File: src/rtl/wb_commit_monitor.sv
// Writeback commit monitor: stamps each register-file commit with a cycle count and queues it in a fall-through FIFO.
// Latency: a commit sampled at edge N is at the head after edge N. When full, a commit is dropped unless a pop happens in the same cycle.
// Defining WB_COMMIT_MONITOR_SHADOW_EN adds a 32x32 shadow register file that can be read combinationally.
module wb_commit_monitor #(
  parameter int DEPTH = 8,
  parameter int CYC_W = 16,
  parameter int CNT_W = 16
) (
  input  logic             clock,
  input  logic             reset,
  input  logic             wb_reg_write,
  input  logic [4:0]       wb_write_addr_5,
  input  logic [31:0]      wb_write_data_32,
  output logic             out_valid,
  input  logic             out_ready,
  output logic [4:0]       out_addr_5,
  output logic [31:0]      out_data_32,
  output logic [CYC_W-1:0] out_cycle,
  output logic [CYC_W-1:0] cycle_count,
  output logic [CNT_W-1:0] commit_count,
  output logic [CNT_W-1:0] drop_count,
  output logic             overflow,
  input  logic [4:0]       shadow_addr_5,
  output logic [31:0]      shadow_data_32
);

  localparam int AW = $clog2(DEPTH);
  localparam logic [AW:0] OCC_FULL = (AW+1)'(DEPTH);

  logic [AW-1:0]    rd_ptr;
  logic [AW-1:0]    wr_ptr;
  logic [AW:0]      occ;
  logic [4:0]       mem_addr [DEPTH];
  logic [31:0]      mem_data [DEPTH];
  logic [CYC_W-1:0] mem_cyc  [DEPTH];

  logic commit, full, pop, push, drop;

  assign commit = wb_reg_write && (wb_write_addr_5 != 5'd0);
  assign full   = (occ == OCC_FULL);
  assign pop    = out_valid && out_ready;
  // A full FIFO can still take a commit when the head leaves in the same cycle.
  assign push   = commit && (!full || pop);
  assign drop   = commit && full && !pop;

  assign out_valid   = (occ != '0);
  assign out_addr_5  = out_valid ? mem_addr[rd_ptr] : 5'd0;
  assign out_data_32 = out_valid ? mem_data[rd_ptr] : 32'd0;
  assign out_cycle   = out_valid ? mem_cyc[rd_ptr]  : '0;

  always_ff @(posedge clock) begin
    if (reset) begin
      rd_ptr       <= '0;
      wr_ptr       <= '0;
      occ          <= '0;
      cycle_count  <= '0;
      commit_count <= '0;
      drop_count   <= '0;
      overflow     <= 1'b0;
    end else begin
      cycle_count <= cycle_count + 1'b1;
      if (push) wr_ptr <= wr_ptr + 1'b1;
      if (pop)  rd_ptr <= rd_ptr + 1'b1;
      case ({push, pop})
        2'b10:   occ <= occ + 1'b1;
        2'b01:   occ <= occ - 1'b1;
        default: occ <= occ;
      endcase
      if (push && (commit_count != '1)) commit_count <= commit_count + 1'b1;
      if (drop) begin
        if (drop_count != '1) drop_count <= drop_count + 1'b1;
        overflow <= 1'b1;
      end
    end
  end

  // Storage is not reset; only the pointers decide what is visible.
  always_ff @(posedge clock) begin
    if (!reset && push) begin
      mem_addr[wr_ptr] <= wb_write_addr_5;
      mem_data[wr_ptr] <= wb_write_data_32;
      mem_cyc[wr_ptr]  <= cycle_count;
    end
  end

`ifdef WB_COMMIT_MONITOR_SHADOW_EN
  logic [31:0] shadow [32];

  // Dropped commits still update the shadow: it tracks architectural state, not the queue.
  always_ff @(posedge clock) begin
    if (reset) begin
      for (int i = 0; i < 32; i++) shadow[i] <= 32'd0;
    end else if (commit) begin
      shadow[wb_write_addr_5] <= wb_write_data_32;
    end
  end

  assign shadow_data_32 = (shadow_addr_5 == 5'd0) ? 32'd0 : shadow[shadow_addr_5];
`else
  logic shadow_unused;
  assign shadow_unused  = ^shadow_addr_5;
  assign shadow_data_32 = 32'd0;
`endif

endmodule

File: config.mk
export PLATFORM = sky130hd
export DESIGN_NAME = wb_commit_monitor
export DESIGN_NICKNAME = d
export VERILOG_FILES = /design/src/rtl/wb_commit_monitor.sv
export SDC_FILE = /design/constraint.sdc
export NUM_CORES = 1
export LEC_CHECK = 0
export CAP_MARGIN = 20
export CORE_UTILIZATION = 40
export DETAILED_ROUTE_END_ITERATION = 7
export SLEW_MARGIN = 10
export SYNTH_ARGS = -nofsm -noshare
export SYNTH_HDL_FRONTEND = slang
export SYNTH_SLANG_ARGS = --single-unit
File: constraint.sdc
create_clock -name clock -period 8 [get_ports clock]
set_input_delay 1.6 -clock clock [delete_from_list [all_inputs] [get_ports clock]]
set_output_delay 1.6 -clock clock [all_outputs]
set_load 0.02 [all_outputs]
-- Yosys cells after proc, flatten, opt, wreduce, memory -nomap -nowiden
Memories as Yosys holds them, arrays and structs flattened. A register that Yosys moved wholly into a read port is not among the register bits.
Cells that the tools add are included.
- flip-flop bits (word level): 59
- RAM bits: 424
- output and inout bits: 135
- word-level logic and storage cells: 49
- memories: 3
- memories (name ; words ; width ; read ports ; clocked after memory_dff ; write ports ; RTL line ; RTL):
    mem_data ; 8 ; 32 ; 1 ; 1 ; 1 ; 34 ; logic [31:0] mem_data [DEPTH];
    mem_cyc ; 8 ; 16 ; 1 ; 1 ; 1 ; 35 ; logic [CYC_W-1:0] mem_cyc [DEPTH];
    mem_addr ; 8 ; 5 ; 1 ; 1 ; 1 ; 33 ; logic [4:0] mem_addr [DEPTH];
- add/subtract/negate cells: 7
- equal/unequal tests: 5
- muxes and demuxes: 12
- reductions and logical operators: 15
- operators by type and width (kind ; count):
    adder 16 x 1 -> 16 bit, second input constant ; 3
    2-to-1 mux 32 bit ; 1
    inequality test 16 bit, second input constant ; 2
    2-to-1 mux 3 bit ; 6
    2-to-1 mux 16 bit ; 1
    case mux 4 bit (2 select lines) ; 1
    logical AND 1 bit ; 7
    adder 3 x 1 -> 3 bit, second input constant ; 2
    2-to-1 mux 5 bit ; 1
    nonzero test 5 bit ; 1
    adder 4 x 1 -> 4 bit, second input constant ; 1
    equality test 4 bit, second input constant ; 1
    nonzero test 4 bit ; 1
    subtractor 4 x 1 -> 4 bit, second input constant ; 1
    zero test 1 bit ; 3
    equality test 2 x 1 -> 1 bit, second input constant ; 1
    equality test 2 bit, second input constant ; 1
    2-to-1 mux 1 bit ; 2
    AND reduction 2 bit ; 1
    nonzero test 2 bit ; 1
    logical OR 1 bit ; 1

-- Logic depth before layout (Yosys ltp)
Gate-level depths: netlist of run 1.
- word-level depth: 7
- depth in mapped cells: 14
- depth with buffers taken out: 12

-- Least setup slack after synthesis of run 1
Ideal clock, no wire load.
- path kind: input-to-reg
- start point: input port wb_write_addr_5[3]
- end point: memory mem_addr[6][0] (enable)
- data arrival time: 6.453 ns
- data required time: 7.460 ns
- path slack: 1.007 ns
- stages on the path: 6
- buffers on the path: 1
- cells stage by stage: or4_1 -> o21ai_2 -> clkbuf_1 -> nor2_1 -> nand3b_1 -> nor3b_1
- word-level cells in the longest chain between the ends: 6
- ends and longest elaborated chain (what ; RTL line ; RTL):
    start: declaration ; 12 ; input logic [4:0] wb_write_addr_5,
    nonzero test 5 bit ; 39 ; assign commit = wb_reg_write && (wb_write_addr_5 != 5'd0);
    logical AND 1 bit ; 39 ;
    logical AND 1 bit ; 43 ; assign push = commit && (!full || pop);
    logical AND 1 bit ; 79 ; if (!reset && push) begin
    2-to-1 mux 1 bit ; 79 ;
    2-to-1 mux 1 bit (implied by the code) ; 80 ; mem_addr[wr_ptr] <= wb_write_addr_5;
    end: declaration ; 33 ;
No other way between the ends.

==> results of run 1 <==
## cells in the mapped netlist, drive strengths merged
library cell    n
edfxtp        424
mux4          106
nor2          104
dfxtp          62
mux2i          59
buf            48
clkbuf         35
xnor2          25
a21oi          17
nand3          16
nand4          16
nand2          15
nor4           15
inv            12
nor3           11
o21ai           8
or3             8
ha              7
xor2            7
nor3b           6
or4             6
and3            5
and4            4
nor2b           4
nor4b           4
o31ai           4
a21o            3
a31o            3
and2            2
mux2            2
o21a            2
a211oi          1
a311oi          1
a41oi           1
and3b           1
conb            1
fa              1
nand2b          1
nand3b          1
o2111ai         1
o311ai          1
or2             1
or3b            1
## per-layer routing
layer  global-route usage  up-vias
li1                     -     4451
met1                0.224     5088
met2                0.265      202
met3               0.0330       54
met4               0.0475        0
met5                    0        -
## worst max-delay path: cells and delay by family (launching register included)
kind          cells  cell delay (ns)
mux               2             0.42
buf+inv           2             1.36
flops             1             0.95
simple gates      1             0.22
## flip-flops by register name (all words and copies together), names as in the netlist, named ones only
name / count
mem_data: 256
mem_cyc: 128
mem_addr: 40
commit_count: 16
cycle_count: 16
drop_count: 16
occ: 4
rd_ptr: 3
wr_ptr: 3
overflow: 1
## power by group through the flow
stage / Clock [W] / Sequential, W / Combinational (W)
after floorplan: 0 / 0.00290 / 0.00112
after global placement: 0 / 0.00299 / 0.00168
after detailed placement: 0 / 0.00299 / 0.00168
after CTS: 0.00242 / 0.00294 / 0.00169
after global routing: 0.00250 / 0.00295 / 0.00176
final: 0.00236 / 0.00293 / 0.00165
## cell families after synthesis
kind of cell             share of synthesized area
flip-flops                                   0.725
AND/OR/NAND/NOR                             0.0591
multiplexers                                 0.156
buffers and inverters                       0.0258
AO/OA/AOI/OAI                               0.0138
XOR/XNOR                                    0.0145
adder cells (fa/ha/maj)                    0.00558
other                                     0.000195
## area by class of cell
type / instances / area, µm² / area share
inverter: 12 / 45.0 / 0.00195
multi-input combinational: 502 / 4970 / 0.216
tap: 615 / 769 / 0.0334
clock inverter: 31 / 315 / 0.0137
sequential: 486 / 14000 / 0.607
antenna: 1 / 2.50 / 0.000109
timing repair buffer: 163 / 1590 / 0.0690
clock buffer: 63 / 1360 / 0.0591
## worst max-delay path by stage
stage	slack [ns]	to	cells after the start	start
floorplan	1.01	mem_addr[6][0]	6	wb_write_addr_5[3]
global placement	2.77	mem_data[6][1]	7	wb_write_addr_5[0]
detailed placement	2.69	mem_data[6][5]	7	wb_write_addr_5[0]
CTS	2.65	out_addr_5[4]	5	flop
global route	2.59	out_cycle[2]	5	flop
finish	2.78	out_addr_5[4]	5	flop
## cell usage in the layout (no fill, tap or decap), drive strengths merged, types with 11 or more instances in the layout
| cell | instances |
|---|---|
| a21oi | 17 |
| buf | 21 |
| clkbuf | 63 |
| clkdlybuf4s50 | 142 |
| clkinv | 21 |
| conb | 32 |
| dfxtp | 62 |
| edfxtp | 424 |
| inv | 14 |
| mux2i | 59 |
| mux4 | 106 |
| nand2 | 15 |
| nand3 | 16 |
| nand4 | 16 |
| nor2 | 104 |
| nor3 | 11 |
| nor4 | 15 |
| xnor2 | 25 |
## metrics by stage
step	utilization	worst slack, ns	cells
6_report	0.484	2.78	1873
5_1_grt	0.484	2.59	1872
4_1_cts	0.484	2.65	1872
3_5_place_dp	0.448	2.69	1778
3_3_place_gp	0.448	2.77	1778
2_1_floorplan	-	1.01	1083
==> impl_metrics.tcl, run 1 <==
set metrics [dict create \
    post_synth_top_area_share 0.660 \
    p_comb_frac 0.237 \
    grt_first_pass_wirelength_um 60500 \
    groute.usage.overall 0.163 \
    grt_max_degree 66 \
    final.fill_count 4027 \
    initial_core_util 0.405 \
    critical_path.endpoint_type "primary output" \
    drv_cap 0 \
    critical_path_class "flop to primary output" \
    synth.top_cells.by_area "sky130_fd_sc_hd__edfxtp_1 (66%), sky130_fd_sc_hd__mux4_2 (12%), sky130_fd_sc_hd__dfxtp_1 (6.4%), sky130_fd_sc_hd__mux2i_1 (3.0%), sky130_fd_sc_hd__nor2_1 (2.0%)" \
    post_synth_inst_count 1052 \
    holdBufCountCts 0 \
    fp.dieH_um 222 \
    number_of_storage_elements_in_the_synthesis_netlist 486 \
    power.internal_w 0.00502 \
    worst_hold_startpoint "rd_ptr[1]" \
    vias_per_cell 5.23 \
    vdd_ir_drop_max_v 0.000153 \
    globalRoute.totalOverflow 0 \
    num_io_pins 181 \
    report.final.hold_viol_count 0 \
    ctsHtreeMaxLevel 2 \
    reg_to_reg_slack_setup_ns 4.51 \
    leakage_nw 7.17 \
    portBuffers 143 \
    r2r_start "occ[0]" \
    critical_path.startpoint_type "flop" \
    crit_fanout 59 \
    maxSlewViolCount 0 \
    drtPass1Iterations 6 \
    result_of_the_run "complete, no violations" \
    drtAntennaViolNets 0 \
    dpl_cell_area_um2 21400 \
    synth_sequential_area_ratio 0.725 \
    final.min_clock_period_ns 5.22 \
    number_of_global_route_vias_before_repair 9863 \
    reg_clk_slew_reported_paths_ns 0.06 \
    wl_met1_um 18100 \
    routabilityCongestion 0.735 \
    dieWidth_um 222 \
    fp.coreArea_um2 47600 \
    core.rowCount 80 \
    tritoncts_clock_tree "done" \
    numClockSinks 486 \
    final_area_um2 23000 \
    worst-endpoint-arrival_ns 3.62 \
    post-route-period-util 0.652 \
    power.share.sequential 0.423 \
    setup-tns-final_ns 0 \
    worst-endpoint-required_ns 6.40 \
    hold_class "flop to flop" \
    cell_chain_of_the_critical_path "buf_4 -> mux4_2 -> mux2i_1 -> nor2_1 -> clkdlybuf4s50_1" \
    timing.final.setup_violations 0 \
    fin_hold_ws_ns 0.490 \
    cpMaxStageDelayCell "sky130_fd_sc_hd__dfxtp_4" \
    worst-r2r-cell-count 12 \
    wire_length_on_met3_um 1960 \
    drt-total-wl_um 39900 \
    synth_cell_types 55 \
    cts_root_cell "sky130_fd_sc_hd__clkbuf_16" \
    netSwitchingFraction 0.276 \
    die_area_um2 49100 \
    cts_setup_buffers 0 \
    switching_power_w 0.00191 \
    areaGrowthSynthToFinish_pct 19.5 \
    initialDrtViolationCount 674 \
    routed_wire_length_per_instance_um 21.3 \
    cts_max_path_buffers 3 \
    synth_top_area_cell "sky130_fd_sc_hd__edfxtp_1" \
    slew_headroom 0.369 \
    drive_above_1_share 0.182 \
    maximum_clock_frequency_mhz 192 \
    syn-cell-area_um2 19300 \
    power_w 0.00694 \
    worstHoldPathCells 2 \
    critical_r2r_capture "occ[3]" \
    num-nets-final 1270 \
    top_signal_layer_used "met4" \
    yosysWarningCount 0 \
    power.density_cell_area_nw_per_um2 301 \
    met2WireLength_um 19100 \
    route.vias.total 9795 \
    share_clk_of_total_power 0.340 \
    antenna_violations_before_repair 1 \
    max_slew.worst_pin.slew_ns 0.944 \
    postCtsResizedCells 0 \
    crit_path_max_incr_delay_ns 0.95 \
    drc_errors 0 \
    clock_latency_ns 0.58 \
    syn_avg_cell_area_um2 18.3 \
    grt_setup_unrepaired "no" \
    timing.clock.skew_ns 0.0181 \
    detailed_place_hpwl_um 21800 \
    cts_made_buffers 51 \
]
Power figures use the tool's default switching activity.
==> run 2, diff against run 1 <==
==> constraint.sdc (replaced) <==
create_clock -name clock -period 4.9 [get_ports clock]
set_input_delay 0.98 -clock clock [delete_from_list [all_inputs] [get_ports clock]]
set_output_delay 0.98 -clock clock [all_outputs]
set_load 0.02 [all_outputs]
==> impl_metrics.tcl, run 2 (synthesized netlist as in run 1, its figures left out) <==
set metrics [dict create \
    drive_above_1_share 0.179 \
    detailed_place_hpwl_um 22400 \
    fp.dieH_um 222 \
    route.vias.total 9838 \
    clock_latency_ns 0.58 \
    areaGrowthSynthToFinish_pct 19.6 \
    final_cell_count_no_fill 1876 \
    grt_first_pass_wirelength_um 60700 \
    largest_register "mem_data" \
    critical_path.endpoint_type "primary output" \
    fin_hold_ws_ns 0.480 \
    commonest_non_fill_non_tap_cell_in_the_layout "sky130_fd_sc_hd__edfxtp_1" \
    ctsHtreeMaxLevel 2 \
    globalRoute.totalOverflow 0 \
    result_of_the_run "complete, no violations" \
    cts_setup_buffers 0 \
    holdBufCountCts 0 \
    post_layout_util 0.484 \
    drtAntennaViolNets 0 \
    drtPass1Iterations 5 \
    initial_core_util 0.405 \
    cts_root_cell "sky130_fd_sc_hd__clkbuf_16" \
    total_inserted_antenna_cells 0 \
    numClockSinks 486 \
    cts_max_path_buffers 3 \
    postCtsResizedCells 0 \
    critical_path.startpoint_type "flop" \
    grt_max_degree 65 \
    power_w 0.0110 \
    crit_fanout 35 \
    core.rowCount 80 \
    largest_register_ffs 256 \
    portBuffers 143 \
    timing.clock.skew_ns 0.0132 \
    routed_wire_length_per_instance_um 21.3 \
    final.min_clock_period_ns 4.31 \
    drc_errors 0 \
    power.density_cell_area_nw_per_um2 479 \
    antenna_violations_before_repair 3 \
    num_io_pins 181 \
    num-nets-final 1279 \
    max_slew.worst_pin.slew_ns 0.967 \
    number_of_global_route_vias_before_repair 10043 \
    drt-total-wl_um 40000 \
    most-common-layout-cells "sky130_fd_sc_hd__edfxtp_1 (424), sky130_fd_sc_hd__clkdlybuf4s50_1 (142), sky130_fd_sc_hd__mux4_2 (106), sky130_fd_sc_hd__nor2_1 (101), sky130_fd_sc_hd__dfxtp_1 (59)" \
    critical_path_class "flop to primary output" \
    routabilityCongestion 0.748 \
    worst-endpoint-arrival_ns 3.33 \
    final.fill_count 4001 \
    cts_made_buffers 51 \
    timing.final.setup_violations 0 \
    die_area_um2 49100 \
    largestRegisters "mem_data: 256 flops, mem_cyc: 128 flops, mem_addr: 40 flops" \
    maximum_clock_frequency_mhz 232 \
    slew_headroom 0.355 \
    report.final.hold_viol_count 0 \
    reg_clk_slew_reported_paths_ns 0.06 \
    leakage_nw 7.16 \
    maxSlewViolCount 0 \
    post-route-period-util 0.879 \
    post-place-cells 1787 \
    hold_class "flop to flop" \
    fp.coreArea_um2 47600 \
    initialDrtViolationCount 602 \
    groute.usage.overall 0.164 \
    dieWidth_um 222 \
    drv_cap 0 \
    worst-endpoint-required_ns 3.92 \
    grt_setup_unrepaired "no" \
    vias_per_cell 5.24 \
    tritoncts_clock_tree "done" \
    vdd_ir_drop_max_v 0.000268 \
]
## run 2: area by class of cell
class                      count  area, µm²  area share
tap                          615        769      0.0334
timing repair buffer         172       1740      0.0756
inverter                      12       45.0     0.00195
sequential                   486      14000       0.607
clock buffer                  69       1370      0.0592
clock inverter                20        161     0.00700
multi-input combinational    502       4990       0.216
## run 2: layer usage
metal / global-route usage / part of all wire / vias to the layer above / routed length (µm)
li1: - / - / 4472 / -
met1: 0.225 / 0.46 / 5109 / 18400
met2: 0.261 / 0.47 / 205 / 18900
met3: 0.0432 / 0.053 / 46 / 2120
met4: 0.0383 / 0.015 / 6 / 589
met5: 0 / 0.00097 / - / 39
## run 2: power by group
| part | total, W | internal [W] | switching [W] |
|---|---|---|---|
| sequential | 0.00477 | 0.00460 | 0.000161 |
| combinational | 0.00273 | 0.00134 | 0.00140 |
| clock | 0.00355 | 0.00205 | 0.00150 |
| total | 0.0110 | 0.00799 | 0.00306 |
## run 2: per-stage QoR
| stage | area, µm² | TNS [ns] | setup WS [ns] |
|---|---|---|---|
| global route | 23100 | 0 | 0.393 |
| floorplan | 19400 | -272.67 | -1.44 |
| CTS | 23100 | 0 | 0.481 |
| detailed placement | 21500 | 0 | 0.768 |
| global placement | 21500 | 0 | 0.751 |
| finish | 23100 | 0 | 0.594 |
## run 2: path summary, 6_finish.rpt
| kind | start | end | slack [ns] | cells after the start |
|---|---|---|---|---|
| setup / recovery | flop | out_cycle[15] | 0.59 | 5 |
| hold / removal | rd_ptr[1] | flop | 0.48 | 2 |
| setup reg to reg | occ[0] | occ[3] | 1.67 | 12 |
| hold reg to reg | rd_ptr[1] | flop | 0.48 | 2 |
## run 2: worst max-delay path: stages, from the launching register on
cell	delay, ns
sky130_fd_sc_hd__dfxtp_4	0.79
sky130_fd_sc_hd__buf_4	0.40
sky130_fd_sc_hd__mux4_2	0.54
sky130_fd_sc_hd__mux2i_1	0.38
sky130_fd_sc_hd__nor2_1	0.07
sky130_fd_sc_hd__clkdlybuf4s50_1	0.54
